--- config.mk ---
export PLATFORM = sky130hd
export DESIGN_NAME = ext_uart
export DESIGN_NICKNAME = d
export VERILOG_FILES = /design/src/rtl/ext_uart.sv
export SDC_FILE = /design/constraint.sdc
export NUM_CORES = 1
export LEC_CHECK = 0
export CAP_MARGIN = 15
export CORE_ASPECT_RATIO = 0.9
export CORE_MARGIN = 2
export CORE_UTILIZATION = 45
export DETAILED_ROUTE_END_ITERATION = 12
export PLACE_DENSITY = 0.59
export SKIP_CTS_REPAIR_TIMING = 1
export SLEW_MARGIN = 5
export SYNTH_ARGS = -nofsm -noshare
export SYNTH_HDL_FRONTEND = slang
export SYNTH_SLANG_ARGS = --single-unit
--- constraint.sdc ---
create_clock -name clk -period 3.4 [get_ports clk]
set_input_delay 0.68 -clock clk [delete_from_list [all_inputs] [get_ports clk]]
set_output_delay 0.68 -clock clk [all_outputs]
set_load 0.005 [all_outputs]
--- src/rtl/ext_uart.sv ---
// ext_uart: 8N1 UART on the external 8-bit register bus.
// Optional receiver is built only when EXT_UART_RX_EN is defined; the default build is TX only.
// Ports: clk/reset (async, active-high), ext_adr/ext_do/ext_oe write bus, ext_di registered read data,
//        uart_txd serial out (idles high), uart_rxd serial in (asynchronous).
// Registers (ext_adr[1:0]): 0 DATA, 1 STAT, 2 DIVL, 3 DIVH. Read latency one cycle, no read side effects.
module ext_uart #(
    parameter int DEFAULT_DIV = 433,
    parameter int FIFO_AW     = 4
) (
    input  logic       clk,
    input  logic       reset,
    input  logic [9:0] ext_adr,
    input  logic [7:0] ext_do,
    input  logic       ext_oe,
    output logic [7:0] ext_di,
    output logic       uart_txd,
    input  logic       uart_rxd
);
    localparam int DEPTH = 1 << FIFO_AW;
    localparam logic [FIFO_AW:0] PTR_ONE = {{FIFO_AW{1'b0}}, 1'b1};

    typedef enum logic [1:0] {ST_IDLE, ST_START, ST_DATA, ST_STOP} uart_state_t;

    logic [15:0] r_div;
    logic [15:0] w_div_eff;
    logic [7:0]  r_di;
    logic [7:0]  w_rd_dat;
    logic        w_wr_data, w_wr_stat, w_unused;
    logic [7:0]  w_rx_head;
    logic        w_rx_valid, w_ovr, w_ferr;

    assign w_wr_data = ext_oe && (ext_adr[1:0] == 2'd0);
    assign w_wr_stat = ext_oe && (ext_adr[1:0] == 2'd1);
    // Divisors below 3 leave too few clocks per bit for mid-bit sampling.
    assign w_div_eff = (r_div < 16'd3) ? 16'd3 : r_div;

    // ---------------- TX FIFO + transmitter ----------------
    logic [7:0]       r_tx_mem [DEPTH];
    logic [FIFO_AW:0] r_tx_wp, r_tx_rp;
    logic             w_tx_empty, w_tx_full, w_tx_push, w_tx_pop, w_tx_tick;
    uart_state_t      r_tx_st, w_tx_st_nxt;
    logic [15:0]      r_tx_cnt, r_tx_div;
    logic [2:0]       r_tx_bit;
    logic [7:0]       r_tx_sh;
    logic             r_txd;

    assign w_tx_empty = (r_tx_wp == r_tx_rp);
    assign w_tx_full  = (r_tx_wp[FIFO_AW] != r_tx_rp[FIFO_AW]) &&
                        (r_tx_wp[FIFO_AW-1:0] == r_tx_rp[FIFO_AW-1:0]);
    assign w_tx_push  = w_wr_data && !w_tx_full;
    assign w_tx_tick  = (r_tx_cnt == r_tx_div);

    always_comb begin
        w_tx_st_nxt = r_tx_st;
        w_tx_pop    = 1'b0;
        case (r_tx_st)
            ST_IDLE:  if (!w_tx_empty) begin w_tx_pop = 1'b1; w_tx_st_nxt = ST_START; end
            ST_START: if (w_tx_tick) w_tx_st_nxt = ST_DATA;
            ST_DATA:  if (w_tx_tick && (r_tx_bit == 3'd7)) w_tx_st_nxt = ST_STOP;
            ST_STOP:  if (w_tx_tick) begin
                          // Back-to-back frames skip IDLE when more data is queued.
                          if (!w_tx_empty) begin w_tx_pop = 1'b1; w_tx_st_nxt = ST_START; end
                          else w_tx_st_nxt = ST_IDLE;
                      end
            default:  w_tx_st_nxt = ST_IDLE;
        endcase
    end

    always_ff @(posedge clk) begin
        if (w_tx_push) r_tx_mem[r_tx_wp[FIFO_AW-1:0]] <= ext_do;
    end

    always_ff @(posedge clk or posedge reset) begin
        if (reset) begin
            r_tx_wp <= '0; r_tx_rp <= '0; r_tx_st <= ST_IDLE;
            r_tx_cnt <= '0; r_tx_div <= '0; r_tx_bit <= '0; r_tx_sh <= '0;
            r_txd <= 1'b1;
        end else begin
            r_tx_st <= w_tx_st_nxt;
            if (w_tx_push) r_tx_wp <= r_tx_wp + PTR_ONE;
            if (w_tx_pop) begin
                r_tx_rp  <= r_tx_rp + PTR_ONE;
                r_tx_sh  <= r_tx_mem[r_tx_rp[FIFO_AW-1:0]];
                r_tx_div <= w_div_eff;
                r_tx_cnt <= '0;
                r_tx_bit <= '0;
            end else if (r_tx_st != ST_IDLE) begin
                if (w_tx_tick) begin
                    r_tx_cnt <= '0;
                    if (r_tx_st == ST_DATA) begin
                        r_tx_sh  <= r_tx_sh >> 1;
                        r_tx_bit <= r_tx_bit + 3'd1;
                    end
                end else begin
                    r_tx_cnt <= r_tx_cnt + 16'd1;
                end
            end
            // Line level is registered from state, so it lags the FSM by one clock.
            r_txd <= (r_tx_st == ST_START) ? 1'b0 : (r_tx_st == ST_DATA) ? r_tx_sh[0] : 1'b1;
        end
    end

`ifdef EXT_UART_RX_EN
    // ---------------- receiver + RX FIFO ----------------
    logic             r_rx_s1, r_rx_s2, r_rx_prev;
    uart_state_t      r_rx_st, w_rx_st_nxt;
    logic [15:0]      r_rx_cnt, r_rx_div, w_rx_half;
    logic [2:0]       r_rx_bit;
    logic [7:0]       r_rx_sh;
    logic [7:0]       r_rx_mem [DEPTH];
    logic [FIFO_AW:0] r_rx_wp, r_rx_rp;
    logic             r_ovr, r_ferr;
    logic             w_rx_empty, w_rx_full, w_rx_pop, w_rx_push, w_rx_stop, w_rx_tick;

    assign w_rx_empty = (r_rx_wp == r_rx_rp);
    assign w_rx_full  = (r_rx_wp[FIFO_AW] != r_rx_rp[FIFO_AW]) &&
                        (r_rx_wp[FIFO_AW-1:0] == r_rx_rp[FIFO_AW-1:0]);
    assign w_rx_pop   = w_wr_stat && ext_do[0] && !w_rx_empty;
    // START counts from the clock after the falling edge was seen, hence the -1.
    assign w_rx_half  = {1'b0, r_rx_div[15:1]} + {15'd0, r_rx_div[0]} - 16'd1;
    assign w_rx_tick  = (r_rx_st == ST_START) ? (r_rx_cnt == w_rx_half) : (r_rx_cnt == r_rx_div);
    // A pop in the same cycle frees the slot, so a full FIFO still accepts the byte.
    assign w_rx_push  = w_rx_stop && r_rx_s2 && (!w_rx_full || w_rx_pop);

    always_comb begin
        w_rx_st_nxt = r_rx_st;
        w_rx_stop   = 1'b0;
        case (r_rx_st)
            ST_IDLE:  if (r_rx_prev && !r_rx_s2) w_rx_st_nxt = ST_START;
            ST_START: if (w_rx_tick) w_rx_st_nxt = r_rx_s2 ? ST_IDLE : ST_DATA;
            ST_DATA:  if (w_rx_tick && (r_rx_bit == 3'd7)) w_rx_st_nxt = ST_STOP;
            ST_STOP:  if (w_rx_tick) begin w_rx_stop = 1'b1; w_rx_st_nxt = ST_IDLE; end
            default:  w_rx_st_nxt = ST_IDLE;
        endcase
    end

    always_ff @(posedge clk) begin
        if (w_rx_push) r_rx_mem[r_rx_wp[FIFO_AW-1:0]] <= r_rx_sh;
    end

    always_ff @(posedge clk or posedge reset) begin
        if (reset) begin
            r_rx_s1 <= 1'b1; r_rx_s2 <= 1'b1; r_rx_prev <= 1'b1;
            r_rx_st <= ST_IDLE; r_rx_cnt <= '0; r_rx_div <= '0; r_rx_bit <= '0; r_rx_sh <= '0;
            r_rx_wp <= '0; r_rx_rp <= '0; r_ovr <= 1'b0; r_ferr <= 1'b0;
        end else begin
            r_rx_s1   <= uart_rxd;
            r_rx_s2   <= r_rx_s1;
            r_rx_prev <= r_rx_s2;
            r_rx_st   <= w_rx_st_nxt;
            if (r_rx_st == ST_IDLE) begin
                r_rx_cnt <= '0;
                r_rx_bit <= '0;
                r_rx_div <= w_div_eff;
            end else if (w_rx_tick) begin
                r_rx_cnt <= '0;
                if (r_rx_st == ST_DATA) begin
                    r_rx_sh  <= {r_rx_s2, r_rx_sh[7:1]};
                    r_rx_bit <= r_rx_bit + 3'd1;
                end
            end else begin
                r_rx_cnt <= r_rx_cnt + 16'd1;
            end
            if (w_rx_push) r_rx_wp <= r_rx_wp + PTR_ONE;
            if (w_rx_pop)  r_rx_rp <= r_rx_rp + PTR_ONE;
            // A set in the same cycle as a clear wins so no event is lost.
            if (w_rx_stop && r_rx_s2 && !w_rx_push) r_ovr <= 1'b1;
            else if (w_wr_stat && ext_do[4])        r_ovr <= 1'b0;
            if (w_rx_stop && !r_rx_s2)              r_ferr <= 1'b1;
            else if (w_wr_stat && ext_do[5])        r_ferr <= 1'b0;
        end
    end

    assign w_rx_valid = !w_rx_empty;
    assign w_rx_head  = w_rx_empty ? 8'h00 : r_rx_mem[r_rx_rp[FIFO_AW-1:0]];
    assign w_ovr      = r_ovr;
    assign w_ferr     = r_ferr;
    assign w_unused   = ^ext_adr[9:2];
`else
    assign w_rx_valid = 1'b0;
    assign w_rx_head  = 8'h00;
    assign w_ovr      = 1'b0;
    assign w_ferr     = 1'b0;
    assign w_unused   = ^{ext_adr[9:2], uart_rxd, w_wr_stat};
`endif

    // ---------------- register file ----------------
    always_comb begin
        w_rd_dat = 8'h00;
        case (ext_adr[1:0])
            2'd0: w_rd_dat = w_rx_head;
            2'd1: w_rd_dat = {2'b00, w_ferr, w_ovr, (r_tx_st != ST_IDLE), w_tx_empty, w_tx_full, w_rx_valid};
            2'd2: w_rd_dat = r_div[7:0];
            2'd3: w_rd_dat = r_div[15:8];
            default: w_rd_dat = 8'h00;
        endcase
    end

    always_ff @(posedge clk or posedge reset) begin
        if (reset) begin
            r_div <= 16'(DEFAULT_DIV);
            r_di  <= 8'h00;
        end else begin
            r_di <= w_rd_dat;
            if (ext_oe && (ext_adr[1:0] == 2'd2)) r_div[7:0]  <= ext_do;
            if (ext_oe && (ext_adr[1:0] == 2'd3)) r_div[15:8] <= ext_do;
        end
    end

    assign ext_di   = r_di;
    assign uart_txd = r_txd;
endmodule

-- Yosys cells after proc, flatten, opt, wreduce, memory -nomap -nowiden
Memories as Yosys holds them, arrays and structs flattened.
Index checks and enable logic that the tools add are counted.
- $add $sub $neg: 4
- order comparisons: 1
- equal/unequal tests: 15
- muxes and demuxes: 26
- reduce and logical (&&, ||, !) cells: 15
- operator list (operator ; number):
    two-way mux 16 bit ; 4
    two-way mux 8 bit ; 4
    case mux 8 bit (4 select lines) ; 1
    adder 16 x 1 -> 16 bit, second input constant ; 1
    equality test 16 bit ; 1
    < comparator 16 x 2 -> 1 bit, second input constant ; 1
    two-way mux 3 bit ; 4
    adder 5 x 1 -> 5 bit, second input constant ; 2
    equality test 2 bit, second input constant ; 4
    two-way mux 2 bit ; 4
    inequality test 2 bit, second input constant ; 4
    case mux 2 bit (4 select lines) ; 1
    nonzero test 2 bit ; 4
    two-way mux 1 bit ; 7
    logical AND 1 bit ; 6
    equality test 5 bit ; 1
    equality test 2 x 1 -> 1 bit, second input constant ; 2
    equality test 4 bit ; 1
    logical NOT 2 bit ; 2
    AND reduction 4 bit ; 1
    adder 3 x 1 -> 3 bit, second input constant ; 1
    equality test 3 bit, second input constant ; 1
    AND reduction 3 bit ; 1
    case mux 1 bit (2 select lines) ; 1
    2 further kinds ; 2
- flip-flop bits (word level): 80
- memory bits (writable): 128
- bits of input ports: 22
- memories: 1
- memory list (memory ; words ; bits a word ; read ports ; clocked after Yosys merged registers in ; wr ports ; RTL line ; source):
    r_tx_mem ; 16 ; 8 ; 1 ; 0 ; 1 ; 38 ; logic [7:0] r_tx_mem [DEPTH];

-- Depth between registers and ports, before layout
- depth in word-level cells: 6
- gate-level depth with buffers: 10
- mapped depth without buffers: 7

-- Worst setup path after synthesis
OpenSTA, ideal clock, no wires.
- path kind: flip-flop to flip-flop
- start: register r_tx_rp[0]
- end: memory r_tx_mem[3][0], enable pin
- setup time: 0.383 ns
- arrival time: 2.028 ns
- required time: 3.017 ns
- setup slack: 0.989 ns
- cell stages (with the launch flop): 9
- path buffers: 2
- clock period less this slack: 2.411 ns
- path through: dfrtp_1 > buf_4 > xnor2_1 > nand4_1 > nand2b_1 > and3_1 > clkbuf_1 > nand2_1 > nor3_1
- word-level cells in the longest chain between the ends: 6
- RTL lines (what ; RTL line ; source):
    from (decl) ; 39 ; logic [FIFO_AW:0] r_tx_wp, r_tx_rp;
    from (signal assigned) ; 82 ; r_tx_rp <= r_tx_rp + PTR_ONE;
    equality test 4 bit ; 49 ; (r_tx_wp[FIFO_AW-1:0] == r_tx_rp[FIFO_AW-1:0]);
    logical AND 1 bit ; 48 ; assign w_tx_full = (r_tx_wp[FIFO_AW] != r_tx_rp[FIFO_AW]) &&
    logical NOT 1 bit ; 50 ; assign w_tx_push = w_wr_data && !w_tx_full;
    logical AND 1 bit ; 50 ;
    two-way mux 1 bit ; 70 ; if (w_tx_push) r_tx_mem[r_tx_wp[FIFO_AW-1:0]] <= ext_do;
    two-way mux 1 bit (implied by the code) ; 70 ;
    to (decl) ; 38 ;
No other way between the ends.

-- Worst setup path in the final report
- start: register r_tx_st[0]
- end: register r_tx_sh[0]
- word-level cells in the longest chain between the ends: 4
- elaborated cells between the ends (all ways): 10
- classes of those cells: 2 x eq/ne; 2 x mux; 6 x reduce/logical
- RTL lines (what ; RTL line ; source):
    from (decl) ; 41 ; uart_state_t r_tx_st, w_tx_st_nxt;
    from (signal assigned) ; 79 ; r_tx_st <= w_tx_st_nxt;
    equality test 2 bit / logical NOT 2 bit (equally long branches) ; 56 ; case (r_tx_st)
    case mux 1 bit (2 select lines) ; 56 ;
    nonzero test 2 bit (no source line) ; -- ;
    AND reduction 3 bit (no source line) ; -- ;
    to (signal assigned) ; 83 ; r_tx_sh <= r_tx_mem[r_tx_rp[FIFO_AW-1:0]];
    to (signal assigned) ; 91 ; r_tx_sh <= r_tx_sh >> 1;
    to (decl) ; 44 ; logic [7:0] r_tx_sh;
Parallel ways exist; a longest one is shown, timed or not.
A chain may end at the register's enable or synchronous reset.

==> flow_metrics.env <==
export IMPL_timing_critical_path_slowest_stage_cell="a41o_1"
export IMPL_p_per_area_nw_per_um2=795
export IMPL_clk_path_buf_depth=3
export IMPL_p_switching_uw=2550
export IMPL_rsz0062_at_grt="no"
export IMPL_crit_arrival_ns=3.03
export IMPL_ys_seq_area_share_pct=65.9
export IMPL_end_kind="flop"
export IMPL_gp_congestion=0.835
export IMPL_seq_power_share_pct=41.4
export IMPL_synth_flop_cell="edfxtp_1"
export IMPL_track_usage_pct=18.1
export IMPL_place_inst=846
export IMPL_total_power_uw=8060
export IMPL_start_kind="flop"
export IMPL_combPwrFrac_pct=29.3
export IMPL_drive_gt1_share_pct=20.9
export IMPL_core_sq_um=19300
export IMPL_synth_cells=576
export IMPL_htreeDepth=1
export IMPL_cpPeakStageDelay_ns=0.61
export IMPL_die_w_um=152
export IMPL_dp_hpwl_um=12200
export IMPL_area_growth_syn_to_layout_pct=14.1
export IMPL_synth_seq_cells=208
export IMPL_port_buffers=21
export IMPL_cp_num_buf_inv=2
export IMPL_async_reset_ff_share_pct=38.5
export IMPL_fin_skew_ns=0.0225
export IMPL_status="completed"
export IMPL_r2r_setup_slack_ns=0.80
export IMPL_die_area_sq_um=20900
export IMPL_insertion_delay_ns=0.52
export IMPL_maxSlewHeadroom_pct=36.2
export IMPL_path_depth=7
export IMPL_irDropWorstVdd_mv=0.439
export IMPL_cts_root_buf="clkbuf_16"
export IMPL_synth_edf_count=128
export IMPL_path_max_fanout=21
export IMPL_wirelength_um=18200
export IMPL_path_class="reg2reg"
export IMPL_grt_pass1_vias=5000
export IMPL_yosysWarnings=0
export IMPL_startpoint="r_tx_st[0]$_DFFE_PP0P_"
export IMPL_post_drt_wl_per_cell_um=20.6
export IMPL_synthesis_nets=610
export IMPL_syn_area_sq_um=8890
export IMPL_required_ns=3.83
export IMPL_dr_pass1_iters=5
export IMPL_layout_commonest_cell="edfxtp_1"
export IMPL_grt_max_degree=39
export IMPL_synth_distinct_cells=51
export IMPL_worst_slack_ns=0.801
export IMPL_power_leakage_uw=0.00373
export IMPL_switching_share_pct=31.7
export IMPL_numCtsBuffers=22
export IMPL_fin_nets=654
export IMPL_finalHoldViolations=0
export IMPL_clock_fmax_mhz=385
export IMPL_vias_per_cell=5.52
export IMPL_antenna_found_initial=0
export IMPL_ios=31
export IMPL_grt_overflow=0
export IMPL_crit_family="compound AO/OA/AOI/OAI gates"
export IMPL_reg2reg_depth=7
export IMPL_power_share_clock_pct=29.3
export IMPL_final_cells=885
export IMPL_period_share_pct=76.4
export IMPL_p_int_uw=5510
export IMPL_drc=0
export IMPL_setup_viol=0
export IMPL_die_h_um=137
export IMPL_r2r_start="r_tx_st[0]$_DFFE_PP0P_"
export IMPL_drt_iter0_drc=290
export IMPL_rows=48
export IMPL_critPathCapture="r_tx_sh[0]$_DFFE_PP0P_"
export IMPL_postRouteAntennaNets=0
export IMPL_reg2reg_to="r_tx_sh[0]$_DFFE_PP0P_"
export IMPL_place_ws_ns=0.646
export IMPL_antenna_cells=0
export IMPL_crit_chain="inv_1 -> ha_1 -> o211a_1 -> a41o_1 -> buf_4 -> nand2_1 -> o21ai_2"
export IMPL_cap_violations=0
export IMPL_path_clk_slew_ns=0.06
export IMPL_cts_sinks=208
export IMPL_mostFrequentLayoutCells="128 x edfxtp_1, 83 x nand2_1, 73 x dfrtp_1"
export IMPL_cts_tree="built"
export IMPL_drv_slew=0
export IMPL_setup_tns_ns=0
export IMPL_min_period_ns=2.60
export IMPL_worstMarginPinSlew_ns=0.954
export IMPL_grt_pass1_wl_um=28900
export IMPL_syn_avg_cell_area_sq_um=15.4
export IMPL_start_util_pct=46.1
export IMPL_vias=4884
export IMPL_min_path_type="reg2reg"
logic make-up (layout without fill, tap and decap cells):
kind of cell	after synthesis	after routing	synth area share [%]
fa+ha+maj	12	12	1.69
simple gates	161	161	8.45
compound gates	52	52	4.14
mux	73	73	14.1
buf+inv	38	97	2.60
flops	208	208	65.9
xor+xnor	32	32	3.15
area by class of cell:
class | count | area [sq um]
Sequential cell | 208 | 5850
Tap cell | 250 | 313
Clock inverter | 9 | 121
Clock buffer | 30 | 601
Inverter | 12 | 46.3
Multi-Input combinational cell | 330 | 2800
Fill cell | 1589 | 9140
Timing Repair Buffer | 46 | 398
sequential cells by signal, indices dropped and copies added, names as in the netlist, 5 cells and up:
register  count
r_tx_mem    128
r_tx_sh       8
r_div        16
ext_di        8
r_tx_cnt     16
r_tx_rp       5
r_tx_wp       5
r_tx_div     16
cell usage after synthesis (3+ instances only):
master | n | area (sq um)
xnor2_1 | 29 | 254
edfxtp_1 | 128 | 3840
nand2b_1 | 4 | 25.0
mux2i_1 | 16 | 160
o21ai_1 | 8 | 40.0
buf_6 | 7 | 78.8
nand4_1 | 12 | 75.1
a31oi_1 | 4 | 25.0
clkbuf_1 | 6 | 22.5
nor4_1 | 3 | 18.8
a21oi_1 | 7 | 35.0
buf_1 | 4 | 15.0
mux2_2 | 17 | 191
o21ai_0 | 14 | 70.1
ha_1 | 12 | 150
nor2_1 | 23 | 86.3
xor2_1 | 3 | 26.3
nor3_1 | 12 | 60.1
buf_2 | 4 | 20.0
inv_1 | 12 | 45.0
nor2b_1 | 6 | 37.5
dfstp_2 | 6 | 158
a22o_1 | 6 | 52.6
nand3_1 | 7 | 35.0
nand2_1 | 83 | 312
buf_4 | 4 | 30.0
mux4_2 | 40 | 901
dfrtp_1 | 74 | 1850
per-stage QoR:
| stage | hold WS, ns | area [sq um] | util [%] |
|---|---|---|---|
| final | 0.491 | 10100 | 52.6 |
| after global placement | 0.478 | 9410 | 48.8 |
| after floorplan | 0.453 | 8890 | - |
| after detailed placement | 0.487 | 9410 | 48.8 |
| after global routing | 0.519 | 10100 | 52.6 |
| after CTS | 0.495 | 10100 | 52.6 |
worst min path at each step:
| stage | startpoint | endpoint | slack, ns | cells past startpoint |
|---|---|---|---|---|
| 3_3_place_gp | r_tx_rp[4]$_DFFE_PP0N_ | r_tx_rp[4]$_DFFE_PP0N_ | 0.48 | 1 |
| 5_1_grt | r_tx_div[7]$_DFFE_PP0N_ | r_tx_div[7]$_DFFE_PP0N_ | 0.52 | 2 |
| 6_report | r_tx_sh[0]$_DFFE_PP0P_ | uart_txd$_DFF_PP1_ | 0.49 | 2 |
| 3_5_place_dp | r_tx_sh[0]$_DFFE_PP0P_ | uart_txd$_DFF_PP1_ | 0.49 | 2 |
| 4_1_cts | r_tx_sh[0]$_DFFE_PP0P_ | uart_txd$_DFF_PP1_ | 0.50 | 2 |
| 2_1_floorplan | r_tx_sh[0]$_DFFE_PP0P_ | uart_txd$_DFF_PP1_ | 0.45 | 2 |
layer usage:
metal / global-route usage, % / wire, um / vias to the layer above
met5: 0 / 0 / -
met1: 24.8 / 8310 / 2537
li1: - / - / 2244
met4: 4.62 / 378 / 0
met3: 3.02 / 611 / 24
met2: 30.7 / 8930 / 79
power groups by stage:
stage / clock [uW] / combinational (uW) / sequential (uW)
2_1_floorplan: 0 / 1920 / 3270
3_3_place_gp: 0 / 2330 / 3370
3_5_place_dp: 0 / 2390 / 3390
4_1_cts: 2410 / 2400 / 3340
5_1_grt: 2520 / 2610 / 3380
6_report: 2360 / 2360 / 3340
worst register-to-register path: cells and delay by family, from the launching register on:
family,cells,cell delay (ns)
AOI/OAI and AO/OA,3,1.07
buffers and inverters,2,0.49
adders and majority gates,1,0.45
DFF,1,0.42
and+or+nand+nor,1,0.10
Note: power is estimated with default switching activity, not from simulation.
